[config.mk]
export PLATFORM = sky130hd
export DESIGN_NAME = trap_ctrl
export DESIGN_NICKNAME = d
export VERILOG_FILES = /design/src/rtl/trap_ctrl.sv
export SDC_FILE = /design/constraint.sdc
export NUM_CORES = 1
export LEC_CHECK = 0
export CAP_MARGIN = 20
export CORE_UTILIZATION = 25
export DETAILED_ROUTE_END_ITERATION = 16
export PLACE_DENSITY = 0.57
export SLEW_MARGIN = 10
export SYNTH_ARGS = -nofsm -noshare
export SYNTH_HDL_FRONTEND = slang
export SYNTH_SLANG_ARGS = --single-unit
[constraint.sdc]
create_clock -name clk -period 2.15 [get_ports clk]
set_input_delay 0.645 -clock clk [delete_from_list [all_inputs] [get_ports clk]]
set_output_delay 0.645 -clock clk [all_outputs]
set_load 0.02 [all_outputs]
[src/rtl/trap_ctrl.sv]
// Trap/interrupt sequencer: on ecall, ebreak or an enabled external interrupt it
// writes mepc, mcause and mstatus through the CSR commit port, then redirects the PC to mtvec. On mret it restores mstatus and redirects the PC to mepc.
//
// state       | meaning
// ------------+---------------------------------------------
// IDLE        | waiting for an event; detect cycle stalls the pipe
// W_MEPC      | commit epc to MEPC
// W_MCAUSE    | commit cause to MCAUSE
// W_MSTATUS   | commit mstatus with MPIE<=MIE, MIE<=0
// ASSERT      | redirect to mtvec
// R_MSTATUS   | mret: commit mstatus with MIE<=MPIE, MPIE<=1
// R_ASSERT    | mret: redirect to mepc
module trap_ctrl (
  input  logic        clk,
  input  logic        rstn,
  input  logic        ecall_i,
  input  logic        ebreak_i,
  input  logic        mret_i,
  input  logic        ext_int_i,
  input  logic [31:0] inst_addr_i,
  input  logic        jump_flag_i,
  input  logic [31:0] jump_addr_i,
  input  logic        global_int_en_i,
  input  logic [31:0] csr_mtvec_i,
  input  logic [31:0] csr_mepc_i,
  input  logic [31:0] csr_mstatus_i,
  output logic        hold_o,
  output logic        commit_wen_o,
  output logic [31:0] commit_waddr_o,
  output logic [31:0] commit_wdata_o,
  output logic        int_assert_o,
  output logic [31:0] int_addr_o
);

  localparam logic [31:0] CSR_MSTATUS = 32'h0000_0300;
  localparam logic [31:0] CSR_MTVEC   = 32'h0000_0305;
  localparam logic [31:0] CSR_MEPC    = 32'h0000_0341;
  localparam logic [31:0] CSR_MCAUSE  = 32'h0000_0342;

  localparam logic [31:0] CAUSE_ECALL   = 32'd11;
  localparam logic [31:0] CAUSE_EBREAK  = 32'd3;
  localparam logic [31:0] CAUSE_EXT_INT = 32'h8000_000B;

  typedef enum logic [2:0] {
    S_IDLE,
    S_W_MEPC,
    S_W_MCAUSE,
    S_W_MSTATUS,
    S_ASSERT,
    S_R_MSTATUS,
    S_R_ASSERT
  } state_t;

  state_t      state_q, state_d;
  logic [31:0] cause_q, cause_d;
  logic [31:0] epc_q, epc_d;
  logic [31:0] mstatus_q, mstatus_d;
  logic        hold_c;

  always_ff @(posedge clk or negedge rstn) begin
    if (!rstn) begin
      state_q   <= S_IDLE;
      cause_q   <= '0;
      epc_q     <= '0;
      mstatus_q <= '0;
    end else begin
      state_q   <= state_d;
      cause_q   <= cause_d;
      epc_q     <= epc_d;
      mstatus_q <= mstatus_d;
    end
  end

  always_comb begin
    state_d        = state_q;
    cause_d        = cause_q;
    epc_d          = epc_q;
    mstatus_d      = mstatus_q;
    hold_c         = 1'b0;
    commit_wen_o   = 1'b0;
    commit_waddr_o = '0;
    commit_wdata_o = '0;
    int_assert_o   = 1'b0;
    int_addr_o     = '0;

    unique case (state_q)
      S_IDLE: begin
        if (ecall_i) begin
          hold_c    = 1'b1;
          cause_d   = CAUSE_ECALL;
          epc_d     = inst_addr_i;
          mstatus_d = csr_mstatus_i;
          state_d   = S_W_MEPC;
        end else if (ebreak_i) begin
          hold_c    = 1'b1;
          cause_d   = CAUSE_EBREAK;
          epc_d     = inst_addr_i;
          mstatus_d = csr_mstatus_i;
          state_d   = S_W_MEPC;
        end else if (mret_i) begin
          hold_c    = 1'b1;
          mstatus_d = csr_mstatus_i;
          state_d   = S_R_MSTATUS;
        end else if (ext_int_i && global_int_en_i) begin
          // A taken jump in execute means the interrupted flow resumes at its target
          hold_c    = 1'b1;
          cause_d   = CAUSE_EXT_INT;
          epc_d     = jump_flag_i ? jump_addr_i : inst_addr_i;
          mstatus_d = csr_mstatus_i;
          state_d   = S_W_MEPC;
        end
      end
      S_W_MEPC: begin
        hold_c         = 1'b1;
        commit_wen_o   = 1'b1;
        commit_waddr_o = CSR_MEPC;
        commit_wdata_o = epc_q;
        state_d        = S_W_MCAUSE;
      end
      S_W_MCAUSE: begin
        hold_c         = 1'b1;
        commit_wen_o   = 1'b1;
        commit_waddr_o = CSR_MCAUSE;
        commit_wdata_o = cause_q;
        state_d        = S_W_MSTATUS;
      end
      S_W_MSTATUS: begin
        hold_c         = 1'b1;
        commit_wen_o   = 1'b1;
        commit_waddr_o = CSR_MSTATUS;
        commit_wdata_o = {mstatus_q[31:8], mstatus_q[3], mstatus_q[6:4], 1'b0, mstatus_q[2:0]};
        state_d        = S_ASSERT;
      end
      S_ASSERT: begin
        hold_c       = 1'b1;
        int_assert_o = 1'b1;
        int_addr_o   = csr_mtvec_i;
        state_d      = S_IDLE;
      end
      S_R_MSTATUS: begin
        hold_c         = 1'b1;
        commit_wen_o   = 1'b1;
        commit_waddr_o = CSR_MSTATUS;
        commit_wdata_o = {mstatus_q[31:8], 1'b1, mstatus_q[6:4], mstatus_q[7], mstatus_q[2:0]};
        state_d        = S_R_ASSERT;
      end
      S_R_ASSERT: begin
        hold_c       = 1'b1;
        int_assert_o = 1'b1;
        int_addr_o   = csr_mepc_i;
        state_d      = S_IDLE;
      end
      default: state_d = S_IDLE;
    endcase
  end

  // The detect-cycle stall is combinational from the inputs, so mask it during reset
  assign hold_o = hold_c & rstn;

  logic unused_mtvec_addr;
  assign unused_mtvec_addr = ^CSR_MTVEC;

endmodule

### After elaboration in Yosys (flattened, before gate mapping)

Index checks and enable logic that the tools add are counted.

| storage, ports and cells | value |
|---|---|
| input port bits | 168 |
| register bits | 99 |
| output and inout port bits | 99 |

| cells by class | value |
|---|---|
| mux-type cells | 28 |
| bitwise operators | 1 |
| reduce and logical (&&, ||, !) cells | 10 |
| equality and inequality tests | 8 |

Operators with widths:

| kind | number |
|---|---|
| $mux W32 | 13 |
| $pmux W32 S4 | 1 |
| $pmux W32 S2 | 1 |
| $pmux W10 S3 | 1 |
| $pmux W3 S5 | 1 |
| $mux W3 | 4 |
| $eq A3 B3 Y1 const B | 3 |
| $eq A3 B2 Y1 const B | 2 |
| $mux W1 | 6 |
| $reduce_or A6 Y1 | 1 |
| $ne A5 B5 Y1 const B | 1 |
| $reduce_bool A4 Y1 | 1 |
| $reduce_or A2 Y1 | 2 |
| $reduce_or A4 Y1 | 1 |
| $eq A3 B1 Y1 const B | 1 |
| $logic_not A3 Y1 | 1 |
| $ne A3 B3 Y1 const B | 1 |
| $reduce_and A3 Y1 | 1 |
| $reduce_bool A3 Y1 | 1 |
| $pmux W1 S2 | 1 |
| $reduce_and A2 Y1 | 1 |
| $and A1 B1 Y1 | 1 |
| $logic_and A1 B1 Y1 | 1 |

### Logic depth before layout (Yosys ltp)

| logic depth | value |
|---|---|
| depth after elaboration | 7 |
| mapped depth | 6 |
| depth with buffers taken out | 5 |

### Least setup slack after synthesis

OpenSTA, ideal clock, no wires.

| timing path | value |
|---|---|
| kind | register -> output |
| from | register state_q[1] |
| to | output commit_waddr_o[8] |
| required time | 1505 ps |
| path buffers | 3 |
| arrival | 1581 ps |
| path slack | -76 ps |
| stages on the path, launching flop included | 6 |
| cells stage by stage | dfrtp_1 > buf_6 > clkbuf_1 > nor2_1 > a21oi_1 > buf_4 |

| between the ends | value |
|---|---|
| longest elaborated chain between the ends | 3 |
| elaborated cells between the ends (all ways) | 6 |
| those cells by class | eq/ne: 4; mux: 1; reduce/logical: 1 |

Ends and longest elaborated chain:

| what | line | RTL |
|---|---|---|
| start, declared | 54 | `state_t state_q, state_d;` |
| start signal, assigned | 67 | `state_q <= state_d;` |
| $eq A3 B3 Y1 / $eq A3 B2 Y1 (equally long branches) | 86 | `unique case (state_q)` |
| $reduce_or A2 Y1 (no line) | - |  |
| $pmux W10 S3 * | 86 |  |
| end, declared | 29 | `output logic [31:0] commit_waddr_o,` |

Every way passes the cells marked *; elsewhere a longest branch is shown, timed or not.

### Final worst setup path

| timing path | value |
|---|---|
| from | register state_q[0] |
| to | output commit_wdata_o[31] |

| between the ends | value |
|---|---|
| longest elaborated chain between the ends | 2 |
| elaborated cells between the ends (all ways) | 5 |
| those cells by class | eq/ne: 4; mux: 1 |

Ends and longest elaborated chain:

| what | line | RTL |
|---|---|---|
| $eq A3 B3 Y1, or another cell as far along | 86 |  |
| $pmux W32 S4 * | 86 |  |
| end, declared | 30 | `output logic [31:0] commit_wdata_o,` |

Marks and branches as above.

==> impl_metrics.toml <==
[synth]
syn_inst = 361
synth_top_family_by_area = "multiplexers"
synth_xor_xnor_area_share = 0.00206
ys_seq_area_frac = 0.411
ys_ff_latch = 70
yosys-mux-area-fraction = 0.343
synthFlopType = "dfrtp_1"
async_flop_share = 1.00
yosysWarnings = 0
yosysUniqueCellTypes = 35
synth_edf_count = 0
synth-adder-area-share = 0
synth_compound_area_frac = 0.0916
syn_avg_cell_area_um2 = 11.8
synthSimpleGateAreaFrac = 0.0576
synth_area_um2 = 4260

[status]
violations = "negative setup slack"
status = "finished, violations left"

[setup_path]
cp_max_fo = 8
startpoint_type = "flop"
required_ns = 1.50
crit_arrival_ns = 1.65
endpoint_kind = "output pin"
critical_path_class = "reg2out"

[final_layout]
instances_no_fill = 877
layout_commonest_cell = "clkdlybuf4s50_1"
antenna_cells = 0
drive_above_1_share = 0.511
fillers = 1451
final_cell_mix = "clkdlybuf4s50_1, mux2_2, dfrtp_1, buf_6, buf_4"
seq_area_um2 = 1750
final_nets = 820
areaGrowthSynthToFinish_pct = 100
multi_input_area_um2 = 2730

[route]
drt_iter0_drc = 75
vias = 3894
firstDrtPassIters = 4
drc = 0
routedWlPerCell_um = 17.9
routed_wirelength_um = 15700
vias_per_cell = 4.44
drt.antenna.violating_nets = 0

[timing]
rsz0062_at_grt = "true"
finalSetupViolCount = 95
period_needed_ns = 2.30
finalHoldViolations = 0
holdWs_ns = 0.406
fin_ws_ns = -0.147
slew_viol_final = 0
skew_ns = 0.00609
fmax_ghz = 0.435
tns_ns = -6.31
min_period_over_period = 1.07

[floorplan]
die_w_um = 133
boundaryPins = 267
core_um2 = 16600
rows = 47
die_area_um2 = 17600
initial_utilization = 0.257
fp.dieH_um = 133

[placement]
gp_congestion = 0.819
dp_hpwl_um = 10800
pre_cts_slack_ns = -0.662
place_inst = 823
io_buffers = 239

[pwr]
p_leak_nw = 3.51
ir_drop_mv = 0.785
p_per_area_nw_per_um2 = 1380

[clock_network]
clock_latency_ns = 0.32
cts_tree = "done"
clk_pin_slew_ns = 0.06
cts_made_buffers = 9
cts_sinks = 70
cts_buffer_depth = 2
htreeDepth = 3
root_buffer = "clkbuf_16"

[global_route]
grt_pass1_vias = 4127
antenna_found_initial = 0
grt_max_degree = 37
grtUsageTotal = 0.169
grt-ovfl-total = 0
grt_pass1_wl_um = 22400

[worst_hold_path]
hold_class = "in2async"

[flow_run]
drv_cap = 0
-- worst paths after layout --
| check | from | end | slack [ns] | depth (start not counted) |
|---|---|---|---|---|
| worst max-delay path | state_q[0] | commit_wdata_o[31] | -0.15 | 5 |
| worst min-delay path | rstn | mstatus_q[14] | 0.41 | 2 |
| worst max register to register | state_q[0] | epc_q[4] | -0.08 | 9 |
| worst min register to register | mstatus_q[17] | mstatus_q[17] | 0.50 | 1 |
| max in group asynchronous | rstn | state_q[1] | 0.87 | 3 |
| min in group clk | mstatus_q[17] | mstatus_q[17] | 0.50 | 1 |
-- state kept, by name (all words and copies together) (netlist names) --
| register | flops |
|---|---|
| cause_q | 3 |
| epc_q | 32 |
| mstatus_q | 32 |
| state_q | 3 |
-- synth_stat cells (all sizes together) (2+ instances only) --
master / count / area (um^2)
mux2: 100 / 1130
dfrtp: 70 / 1750
buf: 47 / 350
nor2: 36 / 138
mux2i: 33 / 330
a22o: 27 / 236
clkbuf: 9 / 35.0
inv: 4 / 15.0
nand2: 4 / 15.0
a22oi: 3 / 22.5
o21ai: 3 / 15.0
o2bb2ai: 3 / 26.3
a21boi: 2 / 26.3
a21oi: 2 / 10.0
and2: 2 / 12.5
nand2b: 2 / 12.5
nand3b: 2 / 15.0
nor2b: 2 / 12.5
-- metrics by stage --
| step | total power [mW] | cell area [um^2] | util |
|---|---|---|---|
| 2_1_floorplan | 5.75 | 4360 | - |
| 3_3_place_gp | 8.04 | 7000 | 0.422 |
| 3_5_place_dp | 8.15 | 7000 | 0.422 |
| 4_1_cts | 10.7 | 7710 | 0.465 |
| 5_1_grt | 12.3 | 8520 | 0.514 |
| 6_report | 11.7 | 8520 | 0.514 |
-- metal layers --
layer,part of all wire,wire [um],global-route usage,vias to the layer above
met5,0,0,0,-
met4,0.016,250,0.0466,0
met3,0.066,1040,0.0448,14
met2,0.53,8340,0.313,184
met1,0.39,6070,0.188,1873
li1,-,-,-,1823
-- cell type report --
| type | count | share of cell area |
|---|---|---|
| Clock buffer | 12 | 0.0278 |
| Clock inverter | 4 | 0.00558 |
| Inverter | 4 | 0.00206 |
| Multi-Input combinational cell | 258 | 0.321 |
| Sequential cell | 70 | 0.206 |
| Tap cell | 220 | 0.0323 |
| Timing Repair Buffer | 309 | 0.406 |
-- repair_timing --
action                                  4_1_cts  5_1_grt
gates cloned                                  7        4
pin swaps                                    25       33
hold buffers                                  0        0
endpoints found under the hold margin         0        0
resized for setup                           368      166
endpoints found under the setup margin      136      105
setup buffers                                19        9
-- kinds of logic after synthesis --
kind of cell / after synthesis
AOI/OAI and AO/OA: 44
xor gates and xnor gates: 1
buffers and inverters: 60
DFF: 70
muxes: 133
other: 1
and+or+nand+nor: 52
-- worst max-delay path, cell delays in order (launching register included) --
cell and delay, ns:
dfrtp_2 0.49, buf_6 0.15, mux2_4 0.29, a22oi_2 0.16, o2bb2ai_2 0.10, buf_6 0.13
-- power by group --
part	leakage (nW)	total, mW	internal [mW]	switching, mW
combinational	2.56	7.91	4.54	3.37
sequential	0.817	2.40	2.00	0.399
clock	0.137	1.42	0.895	0.525
total	3.51	11.7	7.44	4.29
Note: power is estimated with default switching activity, not from simulation.
